File: config.mk
export PLATFORM = sky130hd
export DESIGN_NAME = id_ex_stage
export DESIGN_NICKNAME = d
export VERILOG_FILES = /design/src/rtl/id_ex_stage_pkg.sv /design/src/rtl/id_ex_stage_fwd_mux.sv /design/src/rtl/id_ex_stage.sv
export SDC_FILE = /design/constraint.sdc
export NUM_CORES = 1
export LEC_CHECK = 0
export ABC_AREA = 1
export BUFFER_PORTS_ARGS = -buffer_cell sky130_fd_sc_hd__buf_4
export CAP_MARGIN = 20
export CORE_ASPECT_RATIO = 0.8
export CORE_UTILIZATION = 44
export DETAILED_ROUTE_END_ITERATION = 10
export PLACE_DENSITY = 0.81
export SLEW_MARGIN = 20
export SYNTH_ARGS = -nofsm -noshare
export SYNTH_HDL_FRONTEND = slang
export SYNTH_HIERARCHICAL = 1
export SYNTH_SLANG_ARGS = --single-unit
File: constraint.sdc
create_clock -name clk -period 8.2 [get_ports clk]
set_input_delay 2.05 -clock clk [delete_from_list [all_inputs] [get_ports clk]]
set_output_delay 2.05 -clock clk [all_outputs]
set_load 0.01 [all_outputs]
File: src/rtl/id_ex_stage_pkg.sv
// Shared constants and types for the ID/EX pipeline stage.
package id_ex_stage_pkg;

  localparam int unsigned DATA_W = 32;
  localparam int unsigned REG_AW = 5;
  localparam int unsigned IMM_W  = 16;

  // ALU opcodes as carried on alu_control
  typedef enum logic [2:0] {
    ALU_ADDI   = 3'b000,
    ALU_SUBI   = 3'b001,
    ALU_TYPE_R = 3'b010,
    ALU_ANDI   = 3'b011,
    ALU_ORI    = 3'b100,
    ALU_BRFL   = 3'b101,
    ALU_CMP    = 3'b110
  } alu_op_e;

  // R-type function codes
  localparam logic [5:0] FUNC_ADD = 6'b100000;
  localparam logic [5:0] FUNC_SUB = 6'b100010;
  localparam logic [5:0] FUNC_MUL = 6'b011000;
  localparam logic [5:0] FUNC_DIV = 6'b011010;
  localparam logic [5:0] FUNC_AND = 6'b100100;
  localparam logic [5:0] FUNC_OR  = 6'b100101;
  localparam logic [5:0] FUNC_NOT = 6'b100111;

  // ALU status flag codes
  typedef enum logic [1:0] {
    FLAG_NONE = 2'b00,
    FLAG_ZERO = 2'b01,
    FLAG_NEG  = 2'b10,
    FLAG_OVF  = 2'b11
  } flag_e;

  // Logical-immediate opcodes take a zero-extended immediate
  function automatic logic imm_zero_ext(input alu_op_e op);
    return (op == ALU_ANDI) || (op == ALU_ORI);
  endfunction

endpackage

File: src/rtl/id_ex_stage_fwd_mux.sv
// Single-operand forwarding selector: EX/MEM beats MEM/WB, r0 never forwarded.
module fwd_mux #(
  parameter int unsigned DATA_W = 32,
  parameter int unsigned REG_AW = 5
) (
  input  logic [REG_AW-1:0] src_addr,
  input  logic [DATA_W-1:0] reg_data,
  input  logic              exm_reg_we,
  input  logic [REG_AW-1:0] exm_rd_addr,
  input  logic [DATA_W-1:0] exm_data,
  input  logic              mwb_reg_we,
  input  logic [REG_AW-1:0] mwb_rd_addr,
  input  logic [DATA_W-1:0] mwb_data,
  output logic [DATA_W-1:0] data_out
);

  // Pick the youngest in-flight producer of src_addr, else the register file value
  always_comb begin
    data_out = reg_data;
    if (src_addr != '0) begin
      if (exm_reg_we && (exm_rd_addr == src_addr)) begin
        data_out = exm_data;
      end else if (mwb_reg_we && (mwb_rd_addr == src_addr)) begin
        data_out = mwb_data;
      end
    end
  end

endmodule

File: src/rtl/id_ex_stage.sv
// ID/EX pipeline register with operand forwarding, load-use stall, hold and flush.
module id_ex_stage #(
  parameter int unsigned DATA_W = id_ex_stage_pkg::DATA_W,
  parameter int unsigned REG_AW = id_ex_stage_pkg::REG_AW,
  parameter int unsigned IMM_W  = id_ex_stage_pkg::IMM_W
) (
  input  logic              clk,
  input  logic              reset,
  input  logic              id_valid,
  input  logic [DATA_W-1:0] id_rs_data,
  input  logic [DATA_W-1:0] id_rt_data,
  input  logic [REG_AW-1:0] id_rs_addr,
  input  logic [REG_AW-1:0] id_rt_addr,
  input  logic [REG_AW-1:0] id_rd_addr,
  input  logic [IMM_W-1:0]  id_imm,
  input  logic [2:0]        id_alu_control,
  input  logic [5:0]        id_func,
  input  logic              id_use_imm,
  input  logic              id_reg_we,
  input  logic              id_is_load,
  input  logic              exm_reg_we,
  input  logic [REG_AW-1:0] exm_rd_addr,
  input  logic [DATA_W-1:0] exm_data,
  input  logic              mwb_reg_we,
  input  logic [REG_AW-1:0] mwb_rd_addr,
  input  logic [DATA_W-1:0] mwb_data,
  input  logic              hold,
  input  logic              flush,
  output logic              stall_id,
  output logic              ex_valid,
  output logic [DATA_W-1:0] data_a,
  output logic [DATA_W-1:0] data_b,
  output logic [2:0]        alu_control,
  output logic [5:0]        func,
  output logic [REG_AW-1:0] ex_rd_addr,
  output logic              ex_reg_we,
  output logic              ex_is_load
);

  import id_ex_stage_pkg::*;

  typedef struct packed {
    logic              valid;
    logic [DATA_W-1:0] rs_data;
    logic [DATA_W-1:0] rt_data;
    logic [REG_AW-1:0] rs_addr;
    logic [REG_AW-1:0] rt_addr;
    logic [REG_AW-1:0] rd_addr;
    logic [IMM_W-1:0]  imm;
    alu_op_e           op;
    logic [5:0]        func;
    logic              use_imm;
    logic              reg_we;
    logic              is_load;
  } stage_t;

  stage_t            stage_q, stage_d;
  logic              load_use;
  logic [DATA_W-1:0] fwd_a, fwd_b;
  logic [DATA_W-1:0] imm_ext;

  // Load in EX whose result the presented instruction needs next cycle
  always_comb begin
    load_use = id_valid && stage_q.valid && stage_q.is_load && (stage_q.rd_addr != '0) &&
               ((stage_q.rd_addr == id_rs_addr) ||
                ((stage_q.rd_addr == id_rt_addr) && !id_use_imm));
  end

  // Next-state priority: flush, hold, load-use bubble, capture
  always_comb begin
    stage_d  = stage_q;
    stall_id = 1'b0;
    if (flush) begin
      stage_d = '0;
    end else if (hold) begin
      stall_id = 1'b1;
    end else if (load_use) begin
      stage_d  = '0;
      stall_id = 1'b1;
    end else begin
      stage_d.valid   = id_valid;
      stage_d.rs_data = id_rs_data;
      stage_d.rt_data = id_rt_data;
      stage_d.rs_addr = id_rs_addr;
      stage_d.rt_addr = id_rt_addr;
      stage_d.rd_addr = id_rd_addr;
      stage_d.imm     = id_imm;
      stage_d.op      = alu_op_e'(id_alu_control);
      stage_d.func    = id_func;
      stage_d.use_imm = id_use_imm;
      stage_d.reg_we  = id_reg_we;
      stage_d.is_load = id_is_load;
    end
    if (reset) begin
      stall_id = 1'b0;
    end
  end

  // Stage register, cleared asynchronously
  always_ff @(posedge clk or posedge reset) begin
    if (reset) begin
      stage_q <= '0;
    end else begin
      stage_q <= stage_d;
    end
  end

  fwd_mux #(.DATA_W(DATA_W), .REG_AW(REG_AW)) u_fwd_a (
    .src_addr    (stage_q.rs_addr),
    .reg_data    (stage_q.rs_data),
    .exm_reg_we  (exm_reg_we),
    .exm_rd_addr (exm_rd_addr),
    .exm_data    (exm_data),
    .mwb_reg_we  (mwb_reg_we),
    .mwb_rd_addr (mwb_rd_addr),
    .mwb_data    (mwb_data),
    .data_out    (fwd_a)
  );

  fwd_mux #(.DATA_W(DATA_W), .REG_AW(REG_AW)) u_fwd_b (
    .src_addr    (stage_q.rt_addr),
    .reg_data    (stage_q.rt_data),
    .exm_reg_we  (exm_reg_we),
    .exm_rd_addr (exm_rd_addr),
    .exm_data    (exm_data),
    .mwb_reg_we  (mwb_reg_we),
    .mwb_rd_addr (mwb_rd_addr),
    .mwb_data    (mwb_data),
    .data_out    (fwd_b)
  );

  // Immediate extension chosen by the registered opcode
  always_comb begin
    if (imm_zero_ext(stage_q.op)) begin
      imm_ext = {{(DATA_W-IMM_W){1'b0}}, stage_q.imm};
    end else begin
      imm_ext = {{(DATA_W-IMM_W){stage_q.imm[IMM_W-1]}}, stage_q.imm};
    end
  end

  // Output drive; write/load flags gated so bubbles have no side effects
  always_comb begin
    ex_valid    = stage_q.valid;
    data_a      = fwd_a;
    data_b      = stage_q.use_imm ? imm_ext : fwd_b;
    alu_control = stage_q.op;
    func        = stage_q.func;
    ex_rd_addr  = stage_q.rd_addr;
    ex_reg_we   = stage_q.valid & stage_q.reg_we;
    ex_is_load  = stage_q.valid & stage_q.is_load;
  end

endmodule

# --- Word-level counts from Yosys, hierarchy flattened ---
# Cells that the tools add are included.
totals:
  reg_bits: 108
  latchBits: 0
  ram_bits: 0
  romBits: 0
  inputBits: 188
  output_inout_bits: 82
  wordCells: 53
  mem_count: 0
classes:
  add_sub_neg: 0
  multipliers: 0
  n_div: 0
  magnitude_cmp: 0
  n_eq_ne: 9
  shifts: 0
  muxes: 15
  n_bitwise: 2
  n_reduce_logical: 15
ops:
  columns: ["operator", "n"]
  rows:
  - ["$mux W108", 3]
  - ["$mux W32", 8]
  - ["$eq A5 B5 Y1", 6]
  - ["$reduce_bool A5 Y1", 3]
  - ["$logic_and A1 B1 Y1", 9]
  - ["$mux W1", 4]
  - ["$eq A3 B2 Y1 const B", 1]
  - ["$eq A3 B3 Y1 const B", 1]
  - ["$and A1 B1 Y1", 2]
  - ["$logic_or A1 B1 Y1", 2]
  - ["$ne A2 B1 Y1 const B", 1]
  - ["$logic_not A1 Y1", 1]

# --- Longest topological paths before layout ---
depth:
  word_depth: 8
  ltp_mapped: 12
  ltp_nobuf: 11

# --- By module ---
# Netlist, hierarchy kept.
by_module_without_submodules:
  columns: ["module", "n_inst", "cells_per_inst", "area_per_inst_um2", "seq_area_each_um2"]
  rows:
  - ["id_ex_stage", 1, 820, 5761.8, 2702.6]
  - ["fwd_mux", 2, 306, 1357.6, 0.0]

# --- Worst setup path before layout ---
# No wires, ideal clock.
synth_path:
  kind: "input port to output port"
  start: "in exm_rd_addr[0]"
  end: "out data_b[30]"
  arrival_time_ps: 3228
  slack_ps: 2922
  path_stages: 11
  n_path_buf: 1
  path_cell_list: "inv_1 -> nand2_1 -> nand2_1 -> nor2_2 -> clkbuf_1 -> nand4_1 -> nand2_1 -> nor2_1 -> nor2_1 -> inv_1 -> o21ai_0"
synth_via:
  elab_chain_cells: 5
synth_lines:
  columns: ["element", "line", "text"]
  rows:
  - ["from (decl)", "id_ex_stage.sv:22", "input logic [REG_AW-1:0] exm_rd_addr,"]
  - ["$eq A5 B5 Y1", "id_ex_stage_fwd_mux.sv:21", "if (exm_reg_we && (exm_rd_addr == src_addr)) begin"]
  - ["$logic_and A1 B1 Y1", "id_ex_stage_fwd_mux.sv:21", null]
  - ["$mux W32", "id_ex_stage_fwd_mux.sv:21", null]
  - ["$mux W32", "id_ex_stage_fwd_mux.sv:20", "if (src_addr != '0) begin"]
  - ["via fwd_b[30]", "id_ex_stage.sv:59", "logic [DATA_W-1:0] fwd_a, fwd_b;"]
  - ["$mux W32", "id_ex_stage.sv:145", "data_b = stage_q.use_imm ? imm_ext : fwd_b;"]
  - ["to (decl)", "id_ex_stage.sv:32", "output logic [DATA_W-1:0] data_b,"]
# The timed path passes the listed nets, and every way through them passes these cells.

# --- Final worst setup path ---
layout_path:
  start: "in exm_rd_addr[3]"
  end: "out data_b[31]"
# The elaborated chain is that of the path after synthesis.

==> tab_implementation.tex <==
\begin{tabular}{lr}
\hline
Metric & Value \\
\hline
\multicolumn{2}{l}{\textbf{Synthesis}} \\
\quad Leading post-synthesis cells by cell area & dfrtp\_1 32\%, nor2\_1 17\%, nand2\_1 17\% \\
\quad Net count after synthesis & around 1600 \\
\quad Register bit count reported by yosys & 108 \\
\quad Predominant post-synthesis flop cell & dfrtp\_1 \\
\quad Seq/Total Area, Yosys & 0.3188 \\
\quad Share of flip-flops with an asynchronous set or reset & 1.000 \\
\quad Number of enable flip-flop cells after synthesis & 0 \\
\quad Mean Syn Cell Area & 5.920 um2 \\
\quad Leading area contributor after synthesis & dfrtp\_1 \\
\quad Synthesized netlist cell count & $\sim$1400 \\
\quad Yosys top cell area share & 0.3188 \\
\quad Count of cell types in the netlist & 22 \\
\quad Cell area after technology mapping & 8477 um2 \\
\quad Yosys warnings & 6 \\
\multicolumn{2}{l}{\textbf{STA}} \\
\quad Summed negative setup slack over all endpoints & 0 ns \\
\quad Layout Skew & between 0.015 and 0.02 ns \\
\quad Number of setup violations in the final report & 0 \\
\quad Worst relative slew slack & 0.2722 \\
\quad Worst-Margin Slew & around 1.1 ns \\
\quad Unrepaired setup endpoints after global routing & no \\
\quad Post-Route Hold Slack & 0.4851 ns \\
\quad Hold Fails Final Rpt & 0 \\
\quad Number of max-slew violations in the final report & 0 \\
\quad Highest attainable clock frequency & around 160 MHz \\
\quad Period Utilization, post-route & 0.7770 \\
\quad Final period demand of the worst path & 6.371 ns \\
\multicolumn{2}{l}{\textbf{Clock network}} \\
\quad Hold-fix buffers, CTS & 0 \\
\quad Clock buffer count from CTS & 9 \\
\quad Gates resized, CTS repair & 0 \\
\quad TritonCTS clock tree & done \\
\quad Clock-pin transition on the worst setup and hold timing paths & 0.07 ns \\
\quad H-tree levels & 3 \\
\quad Root Buffer Master & clkbuf\_16 \\
\quad Insertion delay to the later sink of the worst-skew pair & 0.36 ns \\
\quad Clock Sink Count & about 110 \\
\quad CTS Buffer Depth & 2 \\
\quad Post-CTS setup buffers & 0 \\
\multicolumn{2}{l}{\textbf{Critical path}} \\
\quad Required time at the worst-slack endpoint & 6.15 ns \\
\quad Worst setup startpoint & exm\_rd\_addr[3] \\
\quad WP data arrival & roughly 4.3 ns \\
\quad Origin of the critical flop-to-flop path & ex\_rd\_addr[1] \\
\quad Kind of launch point of the worst setup path & input port \\
\quad Kind of capture point of the worst setup path & output port \\
\quad Classification of the worst setup path & in -> out \\
\quad Maximum fanout along the worst path & 32 \\
\multicolumn{2}{l}{\textbf{Placed design}} \\
\quad Total half-perimeter wirelength after legalization and detailed placement & $\sim$22000 um \\
\quad Placed inst area & 10340 um2 \\
\quad Final GP Congestion & 0.9060 \\
\quad Buffers on Ports & approximately 270 \\
\multicolumn{2}{l}{\textbf{Power}} \\
\quad Relative contribution of combinational cells to total power & 0.292 \\
\quad Tot Pwr & approximately 1.5 mW \\
\quad Total power per unit cell area & 139.8 nW/um2 \\
\quad Net switching power of the design & 0.5072 mW \\
\quad Part of the power in the clock network & 0.316 \\
\quad IR drop worst, VDD & approximately 0.09 mV \\
\quad Design internal power & between 0.9 and 1 mW \\
\quad Switch share & 0.3404 \\
\quad Static power due to leakage & around 6.2 nW \\
\quad Share of total power in sequential cells & 0.392 \\
\multicolumn{2}{l}{\textbf{Status}} \\
\quad Result of the run & complete, no violations \\
\multicolumn{2}{l}{\textbf{Global route}} \\
\quad Via count of the first global-routing pass & just under 9000 \\
\quad First-pass GRT wire length & 47480 um \\
\quad Aggregate global routing overflow & 0 \\
\quad Initial antenna violation count & 1 \\
\quad Pin count of the biggest net entering global routing & 104 \\
\quad Overall routing resource usage & 0.3088 \\
\multicolumn{2}{l}{\textbf{Cells and area}} \\
\quad Relative area change from synthesis to final layout & 25.76\% \\
\quad Final standard cell utilization of the core & 0.5635 \\
\quad Count of nets after finishing & between 1500 and 2000 \\
\quad Proportion of layout cells with a drive suffix above 1 & 0.2174 \\
\quad Final instance area & about 11000 um2 \\
\multicolumn{2}{l}{\textbf{Routing}} \\
\quad Routed Antenna Nets & 0 \\
\quad Total via count in the routed design & 9886 \\
\quad Number of iterations in the first detailed-routing pass & 7 \\
\quad Number of remaining DRC errors & 0 \\
\quad DRC violation total after the first TritonRoute iteration & 1358 \\
\quad Final Routed Wirelength & slightly above 30000 um \\
\quad Wire length per cell & approximately 16 um \\
\quad Number of vias per cell after detailed routing & between 5 and 6 \\
\multicolumn{2}{l}{\textbf{Floorplanning}} \\
\quad Starting density of the core & 0.4481 \\
\quad Core region area & 18920 um2 \\
\quad \# IOs & between 200 and 300 \\
\quad Rows & 45 \\
\quad Die width & 157.2 um \\
\quad Die Y-Extent & approximately 130 um \\
\quad Area of the die & roughly 20000 um2 \\
\multicolumn{2}{l}{\textbf{Worst hold path}} \\
\quad Start point of the worst hold path & stage\_q[17] \\
\quad Hold/Removal Path Class & reg -> reg \\
\multicolumn{2}{l}{\textbf{Job}} \\
\quad Max Cap Violations & 0 \\
\hline
\end{tabular}
[placed cells by master (no fill, tap or decap), drive strengths merged]
cell / instances
mux2: 16
bufinv: 1
clkinv: 4
clkbuf: 9
buf: 284
nand4: 65
diode: 1
nor4: 2
or2: 1
nand3: 117
dfrtp: 108
inv: 167
o2111ai: 1
xnor2: 1
o21ai: 16
nand2: 378
a21oi: 63
clkinvlp: 1
nor2: 385
[per-layer routing]
| metal | wire, um | part of all wire | vias to the layer above | track usage |
|---|---|---|---|---|
| li1 | - | - | 4759 | - |
| met4 | 619 | 0.020 | 0 | 0.07767 |
| met1 | 13260 | 0.43 | 4473 | 0.4470 |
| met2 | 13100 | 0.43 | 600 | 0.4503 |
| met5 | 0 | 0 | - | 0 |
| met3 | 3778 | 0.12 | 54 | 0.08568 |
[registers in the layout, indices dropped and copies added, names as in the netlist]
register     flops
ex_valid         1
func             6
stage_q         93
ex_rd_addr       5
alu_control      3
[per-stage QoR]
| step | cells | setup slack (ns) |
|---|---|---|
| finish | 1878 | 1.829 |
| global route | 1878 | 1.674 |
| CTS | 1877 | 1.921 |
| detailed placement | 1861 | 1.927 |
| global placement | 1861 | 1.978 |
| floorplan | 1432 | 2.922 |
[kinds of logic (layout without fill, tap and decap cells)]
group                  count (synthesis)  count (layout)  synth area share
multiplexers                          16              16           0.02125
buffers and inverters                279             466            0.1452
flip-flops                           108             108            0.3188
XOR/XNOR                               1               1          0.001033
AND/OR/NAND/NOR                      948             948            0.4660
other                                  0               1                 0
AO/OA/AOI/OAI                         80              80           0.04768
[power by group through the flow]
stage	combinational [mW]	sequential (mW)	clock [mW]
final	0.435	0.584	0.471
after global routing	0.476	0.588	0.498
after CTS	0.431	0.584	0.474
after detailed placement	0.429	0.594	0
after global placement	0.425	0.593	0
after floorplan	0.245	0.588	0
[worst max-delay path: stages]
cell     delay [ns]
buf_4          0.12
nand2_1        0.06
nand2_1        0.08
nor2_4         0.11
buf_4          0.34
nand3_2        0.19
nand2_2        0.61
a21oi_1        0.16
nor2_1         0.24
inv_1          0.05
o21ai_0        0.14
buf_4          0.14
[synthesized netlist by cell type (4+ instances only)]
library cell / instances
nor2_1: 379
nand3_2: 4
o21ai_0: 16
dfrtp_1: 108
buf_6: 8
buf_4: 20
inv_2: 17
inv_1: 149
clkbuf_1: 46
nand2_1: 375
nand3_1: 113
buf_2: 39
a21oi_1: 63
mux2_2: 16
nand4_1: 65
nor2_4: 4
[cell type report]
class / count / area [um2]
well taps: 258 / 322.8
flip-flops and latches: 108 / 2703
multi-input cells: 1045 / 4556
diodes: 1 / 2.502
fillers: 1896 / 8258
clock buffers: 9 / 225.2
repair buffers: 284 / 2132
inverters: 166 / 628.1
clock inverters: 7 / 91.34
[final timing paths]
path | slack, ns | cells after the start | endpoint
setup / recovery | 1.83 | 12 | data_b[31]
hold / removal | 0.49 | 2 | stage_q[17]
setup reg to reg | 5.84 | 10 | stage_q[42]
hold reg to reg | 0.49 | 2 | stage_q[17]
max in group asynchronous | 5.13 | 3 | stage_q[48]
min in group asynchronous | 1.74 | 2 | ex_rd_addr[1]
No activity file was read; power rests on OpenSTA's default activity.
